**src/rtl/stopwatch_ctrl.sv**
```systemverilog
// stopwatch_ctrl
// Front-end control stage for the stopwatch. It synchronises and debounces
// the two raw push-buttons and turns their presses into one-cycle events.
// A start/pause/clear state machine consumes those events. While running,
// the board clock is divided into a one-cycle tenth-of-second Tick.
//
// Parameters
//   TICK_DIV         Clk cycles per Tick (>= 2)
//   DEBOUNCE_CYCLES  consecutive stable cycles needed to accept a change (>= 1)
//
// Ports
//   Clk           in   system clock, rising edge
//   nReset        in   asynchronous active-low reset
//   BtnStartStop  in   raw start/pause button, active high
//   BtnClear      in   raw clear button, active high
//   Run           out  high while the state is RUN
//   Tick          out  one-cycle pulse every TICK_DIV cycles while running
//   Clear         out  one-cycle pulse that clears the downstream counters
//   State         out  00 IDLE, 01 RUN, 10 PAUSE
module stopwatch_ctrl #(
  parameter int TICK_DIV        = 5000000,
  parameter int DEBOUNCE_CYCLES = 1000000
) (
  input  logic       Clk,
  input  logic       nReset,
  input  logic       BtnStartStop,
  input  logic       BtnClear,
  output logic       Run,
  output logic       Tick,
  output logic       Clear,
  output logic [1:0] State
);

  localparam int PRESC_W = (TICK_DIV > 2) ? $clog2(TICK_DIV) : 1;
  localparam int DB_W    = $clog2(DEBOUNCE_CYCLES + 1);

  localparam logic [PRESC_W-1:0] PRESC_LAST = PRESC_W'(TICK_DIV - 1);
  localparam logic [DB_W-1:0]    DB_LAST    = DB_W'(DEBOUNCE_CYCLES - 1);

  typedef enum logic [1:0] {
    IDLE  = 2'b00,
    RUN   = 2'b01,
    PAUSE = 2'b10
  } stateT;

  // Bit 0 carries the start/pause button, bit 1 the clear button.
  logic [1:0] btnRaw;
  logic [1:0] syncMeta;
  logic [1:0] syncOut;
  logic [1:0] stableLvl;
  logic [1:0] stablePrev;
  logic [1:0] pressEv;
  logic [DB_W-1:0] dbCnt [2];

  logic startEv;
  logic clearEv;

  stateT state;
  stateT stateNext;
  logic  clearNext;

  logic [PRESC_W-1:0] presc;

  assign btnRaw  = {BtnClear, BtnStartStop};
  assign startEv = pressEv[0];
  assign clearEv = pressEv[1];

  // Two-flop synchroniser; nothing downstream ever looks at the raw pins.
  always_ff @(posedge Clk or negedge nReset) begin
    if (!nReset) begin
      syncMeta <= '0;
      syncOut  <= '0;
    end else begin
      syncMeta <= btnRaw;
      syncOut  <= syncMeta;
    end
  end

  // Debounce: count consecutive cycles where the synchronised level
  // disagrees with the accepted level. The counter tops out at
  // DEBOUNCE_CYCLES-1 because the edge that would reach DEBOUNCE_CYCLES
  // is the one that adopts the new level. Any agreeing cycle restarts it,
  // so short glitches never get through.
  always_ff @(posedge Clk or negedge nReset) begin
    if (!nReset) begin
      stableLvl <= '0;
      for (int i = 0; i < 2; i++) begin
        dbCnt[i] <= '0;
      end
    end else begin
      for (int i = 0; i < 2; i++) begin
        if (syncOut[i] != stableLvl[i]) begin
          if (dbCnt[i] == DB_LAST) begin
            stableLvl[i] <= syncOut[i];
            dbCnt[i]     <= '0;
          end else begin
            dbCnt[i] <= dbCnt[i] + DB_W'(1);
          end
        end else begin
          dbCnt[i] <= '0;
        end
      end
    end
  end

  // Press events: a registered pulse on each rising edge of the accepted
  // level. Releases are deliberately silent.
  always_ff @(posedge Clk or negedge nReset) begin
    if (!nReset) begin
      stablePrev <= '0;
      pressEv    <= '0;
    end else begin
      stablePrev <= stableLvl;
      pressEv    <= stableLvl & ~stablePrev;
    end
  end

  // State register and the registered Clear pulse.
  always_ff @(posedge Clk or negedge nReset) begin
    if (!nReset) begin
      state <= IDLE;
      Clear <= 1'b0;
    end else begin
      state <= stateNext;
      Clear <= clearNext;
    end
  end

  // Next-state logic. When both presses land together, IDLE honours both.
  // RUN drops the clear, and PAUSE lets the clear win over the start.
  always_comb begin
    stateNext = state;
    clearNext = 1'b0;
    case (state)
      IDLE: begin
        if (startEv) begin
          stateNext = RUN;
        end
        if (clearEv) begin
          clearNext = 1'b1;
        end
      end
      RUN: begin
        if (startEv) begin
          stateNext = PAUSE;
        end
      end
      PAUSE: begin
        if (clearEv) begin
          stateNext = IDLE;
          clearNext = 1'b1;
        end else if (startEv) begin
          stateNext = RUN;
        end
      end
      default: begin
        stateNext = IDLE;
      end
    endcase
  end

  // Prescaler: it advances whenever the state register holds RUN, including
  // the edge that moves to PAUSE. A terminal count on that edge therefore
  // still yields a Tick. The value is held in PAUSE so a partial tenth
  // survives, and any edge that issues Clear restarts it from zero.
  always_ff @(posedge Clk or negedge nReset) begin
    if (!nReset) begin
      presc <= '0;
      Tick  <= 1'b0;
    end else if (clearNext) begin
      presc <= '0;
      Tick  <= 1'b0;
    end else if (state == RUN) begin
      if (presc == PRESC_LAST) begin
        presc <= '0;
        Tick  <= 1'b1;
      end else begin
        presc <= presc + PRESC_W'(1);
        Tick  <= 1'b0;
      end
    end else begin
      Tick <= 1'b0;
    end
  end

  assign Run   = (state == RUN);
  assign State = state;

endmodule
```
**config.mk**
```make
export PLATFORM = sky130hd
export DESIGN_NAME = stopwatch_ctrl
export DESIGN_NICKNAME = d
export VERILOG_FILES = /design/src/rtl/stopwatch_ctrl.sv
export SDC_FILE = /design/constraint.sdc
export NUM_CORES = 1
export LEC_CHECK = 0
export BUFFER_PORTS_ARGS = -buffer_cell sky130_fd_sc_hd__buf_2
export CORE_AREA = 2 2 95 97
export CTS_CLUSTER_DIAMETER = 40
export DETAILED_ROUTE_END_ITERATION = 10
export DIE_AREA = 0 0 97 99
export GPL_TIMING_DRIVEN = 0
export HOLD_SLACK_MARGIN = 0.1
export PLACE_DENSITY = 0.59
export SETUP_SLACK_MARGIN = 0.5
export SYNTH_ARGS = -nofsm -noshare
export SYNTH_HDL_FRONTEND = slang
export SYNTH_SLANG_ARGS = --single-unit
export TNS_END_PERCENT = 100
```
**constraint.sdc**
```tcl
create_clock -name Clk -period 1.76 [get_ports Clk]
set_clock_uncertainty 0.2 [all_clocks]
set_input_delay 0.176 -clock Clk [delete_from_list [all_inputs] [get_ports Clk]]
set_output_delay 0.176 -clock Clk [all_outputs]
set_load 0.1 [all_outputs]
```
; Yosys cells after proc, flatten, opt, wreduce, memory -nomap -nowiden
; Index checks and enable logic that the tools add are counted.
[classes]
addsub = 3
eq_ne = 8
n_mux = 16
bitwise_logic = 2
reduce_logical = 5
[ops]
columns = operator, n
row1 = $mux W20, 4
row2 = $mux W23, 3
row3 = $add A20 B1 Y20 const B, 2
row4 = $eq A20 B20 Y1 const B, 2
row5 = $add A23 B1 Y23 const B, 1
row6 = $eq A23 B23 Y1 const B, 1
row7 = $mux W2, 3
row8 = $pmux W2 S3, 1
row9 = $mux W1, 5
row10 = $reduce_and A2 Y1, 2
row11 = $and A2 B2 Y2, 1
row12 = $eq A2 B1 Y1 const B, 1
row13 = $eq A2 B2 Y1 const B, 1
row14 = $logic_not A2 Y1, 1
row15 = $ne A1 B1 Y1, 2
row16 = $ne A2 B1 Y1 const B, 1
row17 = $not A2 Y2, 1
row18 = $reduce_bool A2 Y1, 1
row19 = $reduce_or A2 Y1, 1
[word_totals]
regBits = 77
output_inout_bits = 5
wordCells = 46

; Logic depth before layout (Yosys ltp)
[depth]
depth_word = 4
mapped_depth = 7
depth_no_buf = 6

; Worst setup path before layout
; OpenSTA, ideal clock, no wires.
[synth_timing]
kind = flip-flop to flip-flop
start = reg state[0] (netlist: State[0])
end = reg presc[19]
arrival_time_ns = 2.470
required_ns = 1.484
setup_slack_ns = -0.986
path_stages_with_launch = 7
path_buffers = 1
cell_sequence = dfrtp_1 > nand2b_1 > inv_1 > buf_2 > o31ai_4 > or3_1 > o21ai_1
[synth_via]
word_cells_on_any_way = 7
classes_between = eq/ne: 2 / mux: 2 / reduce/logical: 3
[synth_rtl]
columns = element, line_no
row1 = from (decl), 58  ; stateT state;
row2 = from (signal assigned), 124  ; state <= stateNext;
row3 = $eq A2 B1 Y1, -
row4 = via Run, 28  ; output logic Run,
row5 = $reduce_bool A2 Y1 (no source line), -
row6 = to (signal assigned), 178  ; presc <= presc + PRESC_W'(1);
row7 = to (decl), 62  ; logic [PRESC_W-1:0] presc;
; The timed path passes the listed nets, and every way through them passes these cells.
; A chain may end at the register's enable or synchronous reset.

; Worst setup path in the final report
[layout_timing]
start = reg presc[6]
end = reg presc[17]
[layout_via]
elab_chain_cells = 4
word_cells_on_any_way = 5
classes_between = add/sub: 1 / eq/ne: 1 / mux: 3
[layout_lines]
columns = element, line_no
row1 = $add A23 B1 Y23 or $eq A23 B23 Y1 (tied branches), "178, 174"
row2 = $mux W23 (*), 174  ; if (presc == PRESC_LAST) begin
row3 = $mux W23 (*), 173  ; end else if (state == RUN) begin
row4 = $mux W23 (*), 170  ; end else if (clearNext) begin
; Every way passes the cells marked *; elsewhere a longest branch is shown, timed or not. The select of a mux whose other input is x is not followed.

==> metrics.cfg <==
[outcome]
outcome = finished, violations left
violations = negative setup slack

[global_routing]
grt_pass1_vias = 3052
grt-ovfl-total = 0
grt_first_pass_wirelength_um = 14600
grt.total_usage_pct = 18.6
antenna_found_initial = 0
grt_max_degree = 61

[clocking]
cts.sinks = 77
cts_tree = built
ctsHoldBuffers = 3
htree_levels = 3
clk_latency_ps = 340
root_buffer = clkbuf_8
cts.clk_slew.worst_paths_ps = 80
clockBufferDepth = 2
cts_inserted_buffers = 9

[timing]
setup_ws_ps = -233
setup_viol = 60
hold_ws_ps = 43.0
fin_crit_sh_pct = 113
tns_ps = -7190
slew_viol_final = 0
min_period_ps = 1990
max_freq_mhz = 502
hold_viol_final = 0
rsz0062_at_grt = yes
max_slew_margin_pct = 75.7
worstMarginPinSlew_ps = 363

[route]
drc = 0
viasPerCell = 5.37
via_count = 3108
wl_per_cell_um = 15.5
dr.pass1.iters = 6
wl_um = 8980
postRouteAntennaNets = 0
drt_iter0_markers = 98

[synth]
ys_ff_latch = 77
synth_edf_count = 0
syn-cell-area_mm2 = 0.00378
ys.flop_type = dfrtp_1
synth-warning-count = 0
synth_compound_area_share_pct = 8.57
synth_xor_area_share_pct = 9.27
synth_area_per_cell_um2 = 10.2
synth_fa_ha_area_share_pct = 0.993
muxShareOfSynthArea_pct = 0.596
yosysSeqAreaShare_pct = 51.0
synth-simple-area-share_pct = 27.1
synth_nets = 376
synth_top_family_by_area = simple AND/OR/NAND/NOR gates
async_flop_share_pct = 100
synth_cell_types = 53
synthCells = 369

[setup_path]
rr_endpoint = presc[17]
critPathSlowestCell = dfrtp_1
required_ps = 1790
crit_top_cell = buf_6
cpLargestDelayFamily = simple AND/OR/NAND/NOR gates
end_kind = flop
worstSetupPathType = flop to flop
critPathArrivalTime_ps = 2020
reg2reg_depth = 8
cp_slowest_stage_delay_ps = 380
critPathLaunchType = flop
worstPathCellList = buf_6 > nor4b_4 > nand2_2 > buf_6 > o31ai_4 > buf_4 > o211ai_1 > nor2b_1
path_max_fanout = 4
worstReg2RegStart = presc[6]
ff2ff_setup_slack_ps = -230
path_buf_inv = 3

[finish]
final_cells = 579
fin_area_mm2 = 0.00556
final_cell_mix = dfrtp_1, buf_4, nor2_2
final_layout_size_suffix_gt1_share_pct = 46.9
fin_nets = 473
syn_to_final_growth_pct = 47.1
insertedDiodeCount = 0
fin_util_pct = 65.0
final_common_cell = dfrtp_1

[floorplan]
io_pins = 9
die_w_um = 97
die_y_um = 99
core_mm2 = 0.00855
die_area_mm2 = 0.00960
row_count = 34
start_util_pct = 44.2

[power]
switching_share_pct = 22.5
p_per_area_mw_per_mm2 = 621
seqPwrFrac_pct = 52.2
p_switching_uw = 775
pwr-share-comb_pct = 6.5
irDropWorstVdd_mv = 0.458
p_clk_share_pct = 41.2
p_leak_nw = 2.38
p_total_mw = 3.45
intPower_mw = 2.68

[run]
maxCapViolations = 0

[hold_path]
hold_class = primary input to asynchronous set/reset pin

[placement]
gp_congestion = 0.833
placed_area_mm2 = 0.00415
placedCellCount = 486
dp_slack_ps = -302
post-dp-hpwl_um = 5120
io_buffers = 8

[layout make-up]
class                      instances  area, um2
multi-input combinational        278       2210
sequential                        77       1940
buffer                            10        138
clock inverter                     3       42.5
fill                             649       2990
inverter                           4       17.5
clock buffer                      13        169
timing repair buffer              86        908
tap                              108        135
[worst max path at each step]
stage / from / end / slack [ps] / cells past startpoint
final: presc[6] / presc[17] / -230 / 8
after CTS: presc[6] / presc[18] / -230 / 7
after global placement: nReset / State[1] / -490 / 1
after detailed placement: presc[2] / presc[18] / -300 / 5
after floorplan: State[1] / presc[19] / -90 / 6
after global routing: presc[7] / presc[17] / -280 / 7
[synth_stat cells, types with 7 or more instances]
| cell type | instances | area, um2 |
|---|---|---|
| nand4_1 | 11 | 68.8 |
| nand3_1 | 26 | 130 |
| nor3_1 | 7 | 35.0 |
| nand2_1 | 31 | 116 |
| xnor2_1 | 11 | 96.3 |
| nor2_1 | 53 | 199 |
| o21ai_0 | 11 | 55.1 |
| a31oi_1 | 13 | 81.3 |
| dfrtp_1 | 77 | 1930 |
| and3_1 | 12 | 75.1 |
| a21oi_1 | 11 | 55.1 |
| xor2_1 | 29 | 254 |
[worst register-to-register path, stage by stage, from the launching register on]
cell and delay, ps:
dfrtp_1 380, buf_6 130, nor4b_4 290, nand2_2 110
buf_6 130, o31ai_4 240, buf_4 170, o211ai_1 80
nor2b_1 140
[registers in the layout, summed over array words and instances, names as in the netlist]
| register | count |
|---|---|
| dbCnt | 40 |
| presc | 23 |
| State | 2 |
| pressEv | 2 |
| stableLvl | 2 |
| stablePrev | 2 |
| syncMeta | 2 |
| syncOut | 2 |
| Clear | 1 |
| Tick | 1 |
[power by group through the flow]
stage	Clock, mW	Sequential, mW	Combinational [mW]
global placement	0	1.84	0.0927
floorplan	0	1.83	0.0455
CTS	1.46	1.80	0.198
finish	1.42	1.80	0.226
detailed placement	0	1.84	0.102
global route	1.53	1.81	0.250
[layer usage]
metal	track usage (%)	vias to the layer above	wire (um)
met4	7.69	0	112
met3	2.34	9	138
met1	24.4	1567	3990
li1	-	1503	-
met2	31.6	29	4740
met5	0	-	0
[what timing repair did]
item / 4_1_cts / 5_1_grt
endpoints found under the hold margin: 79 / 17
gates resized for setup: 79 / 64
pin swaps: 19 / 24
cloned: 4 / 0
buffers inserted: 48 / 22
setup endpoints to repair: 72 / 73
[cell families (layout without fill, tap and decap cells)]
family                   after synthesis  after routing
AND/OR/NAND/NOR                      183            183
buffers and inverters                 14            116
XOR/XNOR                              40             40
multiplexers                           2              2
adder cells (fa/ha/maj)                3              3
AO/OA/AOI/OAI                         50             50
flip-flops                            77             77
No activity file was read; power rests on OpenSTA's default activity.
